### src/rtl/alu_mc.sv
// Clocked 8-op ALU with valid/ready handshakes, a single-entry output register
// and an iterative restoring divider (one quotient bit per cycle).
//
// state  | meaning
// -------+-------------------------------------------------------------
// S_IDLE | accepting requests; non-divide ops complete at the accept edge
// S_DIV  | shift-subtract divide in progress, input and output both closed
module alu_mc #(
  parameter int WIDTH = 16
) (
  input  logic                 clk,
  input  logic                 rst_n,
  input  logic [WIDTH-1:0]     A,
  input  logic [WIDTH-1:0]     B,
  input  logic [2:0]           op,
  input  logic                 in_valid,
  output logic                 in_ready,
  output logic [2*WIDTH-1:0]   alu_out,
  output logic                 div_by_zero,
  output logic                 out_valid,
  input  logic                 out_ready
);

  localparam logic [0:0] S_IDLE = 1'b0;
  localparam logic [0:0] S_DIV  = 1'b1;
  localparam int         CW     = $clog2(WIDTH);

  localparam logic [2:0] OP_ADD = 3'b000;
  localparam logic [2:0] OP_SUB = 3'b001;
  localparam logic [2:0] OP_MUL = 3'b010;
  localparam logic [2:0] OP_DIV = 3'b011;
  localparam logic [2:0] OP_OR  = 3'b100;
  localparam logic [2:0] OP_AND = 3'b101;
  localparam logic [2:0] OP_NA  = 3'b110;
  localparam logic [2:0] OP_NB  = 3'b111;

  logic [0:0]         state_q,     state_d;
  logic               out_valid_q, out_valid_d;
  logic [2*WIDTH-1:0] alu_out_q,   alu_out_d;
  logic               dbz_q,       dbz_d;
  logic [WIDTH-1:0]   rem_q,       rem_d;
  logic [WIDTH-1:0]   quo_q,       quo_d;
  logic [WIDTH-1:0]   dvs_q,       dvs_d;
  logic [CW-1:0]      cnt_q,       cnt_d;

  logic [2*WIDTH-1:0] a_ext, b_ext, fast_res;
  logic               accept, start_div, fast_done, xfer;
  logic [WIDTH:0]     trial, diff;
  logic               ge;
  logic [WIDTH-1:0]   rem_nxt, quo_nxt;

  assign in_ready = rst_n & (state_q == S_IDLE) & (~out_valid_q | out_ready);

  always_comb begin
    a_ext = {{WIDTH{1'b0}}, A};
    b_ext = {{WIDTH{1'b0}}, B};
    fast_res = '0;
    case (op)
      OP_ADD:  fast_res = a_ext + b_ext;
      OP_SUB:  fast_res = a_ext - b_ext;
      OP_MUL:  fast_res = a_ext * b_ext;
      // only reached with B == 0; nonzero divisors go through S_DIV
      OP_DIV:  fast_res = {A, {WIDTH{1'b1}}};
      OP_OR:   fast_res = a_ext | b_ext;
      OP_AND:  fast_res = a_ext & b_ext;
      OP_NA:   fast_res = ~a_ext;
      OP_NB:   fast_res = ~b_ext;
      default: fast_res = '0;
    endcase
  end

  // Restoring step: trial < 2*divisor, so the borrow bit alone decides the quotient bit.
  always_comb begin
    trial   = {rem_q, quo_q[WIDTH-1]};
    diff    = trial - {1'b0, dvs_q};
    ge      = ~diff[WIDTH];
    rem_nxt = ge ? diff[WIDTH-1:0] : trial[WIDTH-1:0];
    quo_nxt = {quo_q[WIDTH-2:0], ge};
  end

  always_comb begin
    accept    = in_valid & in_ready;
    start_div = accept & (op == OP_DIV) & (B != '0);
    fast_done = accept & ~start_div;
    xfer      = out_valid_q & out_ready;

    state_d     = state_q;
    out_valid_d = out_valid_q;
    alu_out_d   = alu_out_q;
    dbz_d       = dbz_q;
    rem_d       = rem_q;
    quo_d       = quo_q;
    dvs_d       = dvs_q;
    cnt_d       = cnt_q;

    if (xfer) out_valid_d = 1'b0;

    case (state_q)
      S_IDLE: begin
        if (fast_done) begin
          alu_out_d   = fast_res;
          dbz_d       = (op == OP_DIV);
          out_valid_d = 1'b1;
        end else if (start_div) begin
          rem_d   = '0;
          quo_d   = A;
          dvs_d   = B;
          cnt_d   = CW'(WIDTH - 1);
          state_d = S_DIV;
        end
      end
      S_DIV: begin
        rem_d = rem_nxt;
        quo_d = quo_nxt;
        cnt_d = cnt_q - CW'(1);
        if (cnt_q == '0) begin
          alu_out_d   = {rem_nxt, quo_nxt};
          dbz_d       = 1'b0;
          out_valid_d = 1'b1;
          state_d     = S_IDLE;
        end
      end
      default: state_d = S_IDLE;
    endcase
  end

  always_ff @(posedge clk) begin
    if (!rst_n) begin
      state_q     <= S_IDLE;
      out_valid_q <= 1'b0;
      alu_out_q   <= '0;
      dbz_q       <= 1'b0;
      rem_q       <= '0;
      quo_q       <= '0;
      dvs_q       <= '0;
      cnt_q       <= '0;
    end else begin
      state_q     <= state_d;
      out_valid_q <= out_valid_d;
      alu_out_q   <= alu_out_d;
      dbz_q       <= dbz_d;
      rem_q       <= rem_d;
      quo_q       <= quo_d;
      dvs_q       <= dvs_d;
      cnt_q       <= cnt_d;
    end
  end

  assign alu_out     = alu_out_q;
  assign div_by_zero = dbz_q;
  assign out_valid   = out_valid_q;

endmodule

### config.mk
export PLATFORM = sky130hd
export DESIGN_NAME = alu_mc
export DESIGN_NICKNAME = d
export VERILOG_FILES = /design/src/rtl/alu_mc.sv
export SDC_FILE = /design/constraint.sdc
export NUM_CORES = 1
export LEC_CHECK = 0
export BUFFER_PORTS_ARGS = -buffer_cell sky130_fd_sc_hd__buf_2
export CAP_MARGIN = 20
export CORE_MARGIN = 2
export CORE_UTILIZATION = 50
export DETAILED_ROUTE_END_ITERATION = 7
export HOLD_SLACK_MARGIN = 0.06
export PLACE_DENSITY = 0.72
export SLEW_MARGIN = 20
export SYNTH_ARGS = -nofsm -noshare
export SYNTH_HDL_FRONTEND = slang
export SYNTH_SLANG_ARGS = --single-unit
export TNS_END_PERCENT = 50
### constraint.sdc
create_clock -name clk -period 8.2 [get_ports clk]
set_clock_uncertainty 0.2 [all_clocks]
set_input_delay 0.41 -clock clk [delete_from_list [all_inputs] [get_ports clk]]
set_output_delay 0.41 -clock clk [all_outputs]
set_load 0.005 [all_outputs]
### Word level (Yosys, flattened, before mapping)

Cells that the tools add are included.

| word-level totals | value |
|---|---|
| register bits | 87 |
| bits of input ports | 39 |
| logic and storage cells | 72 |

| cells by class | value |
|---|---|
| $add $sub $neg | 4 |
| $mul | 1 |
| equal/unequal tests | 11 |
| mux-type cells | 25 |
| bitwise gates (word level) | 17 |
| reduce and logical (&&, ||, !) cells | 6 |

Operator list:

| operator | count |
|---|---|
| $pmux W32 S8 | 1 |
| $mux W16 | 5 |
| $mux W32 | 2 |
| $not A16 Y32 | 2 |
| $pmux W16 S2 | 2 |
| $pmux W32 S2 | 1 |
| $mul A16 B16 Y32 | 1 |
| $add A16 B16 Y17 | 1 |
| $sub A16 B16 Y17 | 1 |
| $sub A17 B16 Y17 | 1 |
| $and A16 B16 Y16 | 1 |
| $or A16 B16 Y16 | 1 |
| $reduce_bool A16 Y1 | 1 |
| $eq A3 B3 Y1 const B | 4 |
| $mux W1 | 8 |
| $mux W4 | 2 |
| $pmux W4 S2 | 1 |
| $and A1 B1 Y1 | 7 |
| $eq A3 B2 Y1 const B | 2 |
| $ne A2 B2 Y1 const B | 3 |
| $pmux W1 S2 | 3 |
| $not A1 Y1 | 5 |
| $logic_not A4 Y1 | 1 |
| $reduce_and A2 Y1 | 2 |
| 6 further kinds | 6 |

### Logic depth before layout (Yosys ltp)

| depth | value |
|---|---|
| depth after elaboration | 10 |
| gate-level depth with buffers | 25 |
| depth with buffers taken out | 23 |

### Least setup slack after synthesis

No wires, ideal clock.

| timing path | value |
|---|---|
| kind | input-to-reg |
| start | input port B[8] |
| end | register alu_out_q[21] (netlist: alu_out[21]) |
| arrival time | 6024 ps |
| data required time | 7872 ps |
| setup slack | 1848 ps |
| cell stages on the path | 24 |
| buffers on the path | 2 |
| path through | clkbuf_1 clkbuf_1 nand2_1 fa_1 inv_1 fa_1 inv_1 fa_1 inv_1 fa_1 fa_1 inv_1 fa_1 inv_1 ha_1 nand2_1 or2_2 and2_1 and2_1 o21ai_1 a21oi_1 xnor2_1 a2111oi_1 nor2_1 |

| on the way | value |
|---|---|
| word-level cells in the longest chain between the ends | 6 |
| elaborated cells between the ends (all ways) | 11 |
| those cells by class | 1 x add/sub; 1 x mul; 1 x eq/ne; 3 x mux; 3 x bitwise; 2 x reduce/logical |

Ends and longest elaborated chain:

| element | RTL line | RTL |
|---|---|---|
| start, declared | 14 | `input logic [WIDTH-1:0] B,` |
| branches (longest 6 deep; another with $mul A16 B16 Y32) | - |  |
| end signal, assigned | 140 | `alu_out_q <= alu_out_d;` |
| end, declared | 39 | `logic [2*WIDTH-1:0] alu_out_q, alu_out_d;` |

Parallel ways; which one is timed is not known. The select of a mux whose other input is x is not followed.
A chain may end at the register's enable or synchronous reset.

### Worst setup path after layout

| timing path | value |
|---|---|
| start | input port A[4] |
| end | register alu_out_q[21] (netlist: alu_out[21]) |

| on the way | value |
|---|---|
| word-level cells in the longest chain between the ends | 4 |
| elaborated cells between the ends (all ways) | 5 |
| those cells by class | 1 x add/sub; 1 x mul; 3 x mux |

Ends and longest elaborated chain:

| element | RTL line | RTL |
|---|---|---|
| start, declared | 13 | `input logic [WIDTH-1:0] A,` |
| $mul A16 B16 Y32 or $sub A16 B16 Y17 (tied branches) | 61, 60 |  |
| $pmux W32 S8 * | 58 | `case (op)` |
| $mux W32 * | 100 | `if (fast_done) begin` |
| $pmux W32 S2 * | 98 | `case (state_q)` |

Mark *: on every way between the ends. The rest lies on a longest branch, timed or not. The select of a mux whose other input is x is not followed.

==> key figures <==
CTS
  • Buffer depth of the longest clock path: 2
  • Post-CTS Hold Buffers: 0
  • CTS tree: yes
  • Clock Latency Late Sink: 0.35 ns
  • CTS root buf: clkbuf_16
  • Clock sink total: 87
  • CTS Buf Count: 9
  • Postcts setup bufs: 0
  • Htree depth: 3
  • CTS resizes: 0
  • Clock-pin slew on the worst setup and hold paths: 0.07 ns

Yosys
  • Post-Synthesis Mean Instance Area: 7.78 um^2
  • XOR/XNOR Fraction of Synth Area: 2.97%
  • Register area share after synthesis: approximately 11%
  • Synth Register Bits: 87
  • Ys Warns: 0
  • Post-synthesis adder-cell area fraction: roughly two fifths
  • EDFF count, synth: 0
  • Mux contribution to synthesized area: 1.83%
  • Post-synthesis cell type count: 79
  • Most used flip-flop cell after synthesis: dfxtp_1
  • Largest family of logic cells by synthesized area: adder cells
  • Netlist Area Pre-Place: 0.0156 mm^2
  • Simple-gate share of the synthesized area: 17.1%
  • Post-synthesis compound-gate area fraction: 17.8%
  • Mapped Nets: 2,412
  • Synth async-reset ratio: 0%
  • Synthesized netlist cell count: 2,007

STA
  • Slew Viols, Final: 0
  • Worst-Margin Slew: 1.09 ns
  • Final min period: 7.15 ns
  • Final TNS setup: 0 ns
  • Fin crit share: approximately 87%
  • Highest clock rate: 140 MHz
  • RSZ-0062 raised after global routing: no
  • Fin. Hold Viols: 0
  • Worst slew margin: 26.8%
  • Setup WS post-layout: between 1 and 1.5 ns
  • Final setup viols: 0

Global route
  • M2 GR Usage: 51.6%
  • Largest net degree at the start of global routing: 44
  • Met3 usage: 6.93%
  • Met1 GRT Util: between 40% and 50%
  • First-pass GRT wire length: 83.1 mm
  • Initial antenna violation count: 1
  • Gr ovfl total: 0
  • Gr busiest metal: met2
  • Total track usage: 32.7%
  • Number of global-route vias before repair: 14,807

Detailed routing
  • Vias per cell: 6.16
  • DRC Markers: 0
  • Remaining antenna violation count: 0
  • Drt pass-1 iters: 7
  • Routed vias: 14,826
  • Final WL: about 53 mm
  • DRT iter0 DRCs: roughly 1,700
  • WL/cell: 22.0 um

Setup path
  • Setup Crit Path Kind: primary input to register
  • Peak fanout along the critical path: 13
  • Startpoint types: primary input
  • Worst Path Required: 8.22 ns
  • Crit path capture type: register
  • Critical path arrival: 7.18 ns

Power
  • Post-layout power: about 0.0063 W
  • Pwr dens: 385 mW/mm^2
  • Worst VDD drop: 0.498 mV
  • LEAKAGE: 7.75 nW

Final layout
  • Fin area: 0.0165 mm^2
  • Commonest non-fill, non-tap cell in the layout: inv_1
  • Final Util: 53.8%
  • Most frequent cells in the layout: inv_1 (302), nand2_1 (263), nor2_1 (211)
  • Layout area overhead: 5.64%
  • Fill cell count: approximately 2,900
  • NumNets Final: 2,408
  • Share of layout cells above drive strength 1: 6.87%

Floorplanning
  • IO Pins: 74
  • Die height: between 150 and 200 um
  • Die footprint: roughly 0.033 mm^2
  • Row count: 64
  • Initial Utilization: between 50% and 60%
  • Placeable Area: 0.0307 mm^2
  • Chip width: 181 um

Worst hold path
  • Hold Crit Class: primary input to register

Place
  • Post-DP HPWL: ~41 mm
  • Port Buf Inserts: 73
  • GP Congestion: 1.01
  • Placement Cell Area: 0.0162 mm^2
  • Post-Place Worst Slack: 0.880 ns

Run
  • Max-Cap Viols: 0

Status
  • Outcome: finished, final reports clean
==> synthesized netlist by cell type (4+ instances only) <==
master | n | area share, %
a2111oi_0 | 4 | 0.22
a211o_1 | 4 | 0.22
a211oi_1 | 19 | 0.91
a21o_1 | 17 | 0.82
a21oi_1 | 140 | 4.5
a221oi_1 | 15 | 0.84
a22oi_1 | 21 | 1.0
a2bb2oi_1 | 4 | 0.22
a31oi_1 | 16 | 0.64
and2_1 | 8 | 0.32
and3_1 | 8 | 0.32
buf_1 | 11 | 0.26
buf_2 | 9 | 0.29
buf_6 | 4 | 0.29
clkbuf_1 | 82 | 2.0
clkinv_1 | 6 | 0.14
dfxtp_1 | 87 | 11
fa_1 | 197 | 25
ha_1 | 169 | 14
inv_1 | 303 | 7.3
mux2i_1 | 24 | 1.5
nand2_1 | 263 | 6.3
nand2b_1 | 15 | 0.60
nand3_1 | 27 | 0.87
nand4_1 | 5 | 0.20
nor2_1 | 213 | 5.1
nor2b_1 | 17 | 0.68
nor3_1 | 24 | 0.77
nor4_1 | 14 | 0.56
o2111ai_1 | 4 | 0.22
o211ai_1 | 18 | 0.87
o21a_1 | 11 | 0.53
o21ai_0 | 92 | 3.0
o21ai_1 | 5 | 0.16
o21bai_1 | 4 | 0.19
o221ai_1 | 6 | 0.34
o22ai_1 | 10 | 0.40
o2bb2ai_1 | 4 | 0.22
o31ai_1 | 6 | 0.29
or2_2 | 5 | 0.20
or3_1 | 10 | 0.40
xnor2_1 | 31 | 1.7
xor2_1 | 20 | 1.1
==> sequential cells by signal, indices dropped and copies added, names as in the netlist <==
signal / count
dvs_q: 16
out_valid: 1
rem_q: 16
state_q: 1
div_by_zero: 1
quo_q: 16
alu_out: 32
cnt_q: 4
==> stage by stage <==
stage	std cells	hold WS, ns
final	2405	0.137
after global routing	2404	0.159
after CTS	2404	0.129
after detailed placement	2388	0.247
after global placement	2388	0.239
after floorplan	2007	0.232
==> report_power, final <==
part / total, W / leakage [nW] / internal (W) / switching (W)
clock network: 0.000436 / 0.149 / 0.000255 / 0.000181
registers: 0.000464 / 0.708 / 0.000447 / 0.0000171
logic: 0.00544 / 6.89 / 0.00203 / 0.00341
==> layout make-up <==
type                       instances  area, um^2  area share (%)
antenna                            1        2.50          0.0152
clock buffer                      11         253            1.53
timing repair buffer              92         508            3.08
sequential                        87        1740            10.6
tap                              396         495            3.01
multi-input combinational       1502       12300            74.3
inverter                         311        1170            7.08
clock inverter                     5        62.6           0.379
==> critical path, stage by stage <==
cell and delay, ns:
buf_2 0.36, clkinv_1 0.46, nor2_1 0.24, fa_1 0.44, inv_1 0.09, fa_1 0.43
fa_1 0.51, inv_1 0.04, ha_1 0.28, fa_1 0.49, inv_1 0.05, fa_1 0.49
inv_1 0.05, ha_1 0.36, a21oi_1 0.22, inv_1 0.08, o311ai_1 0.67, and2_1 0.29
o21ai_1 0.11, a21oi_1 0.44, xnor2_1 0.17, a2111oi_1 0.41, nor2_1 0.08
==> per-layer routing <==
metal / part of all wire, % / vias to the layer above / wire length (um)
li1: - / 6599 / -
met2: 44 / 949 / 23400
met1: 38 / 7039 / 20300
met5: 0 / - / 0
met4: 6.8 / 0 / 3610
met3: 11 / 239 / 5610
==> final timing paths <==
| path | start | endpoint | slack, ns | cells past startpoint |
|---|---|---|---|---|
| worst max-delay path | A[4] | alu_out[21] | 1.05 | 23 |
| worst min-delay path | out_ready | out_valid | 0.14 | 3 |
| worst max register to register | quo_q[15] | alu_out[26] | 4.38 | 13 |
| worst min register to register | alu_out[0] | alu_out[0] | 0.26 | 2 |
==> logic make-up after synthesis <==
family,Yosys count
multiplexers,27
adder cells (fa/ha/maj),366
AND/OR/NAND/NOR,624
buffers and inverters,418
flip-flops,87
AO/OA/AOI/OAI,433
XOR/XNOR,52
No activity file was read; power rests on OpenSTA's default activity.
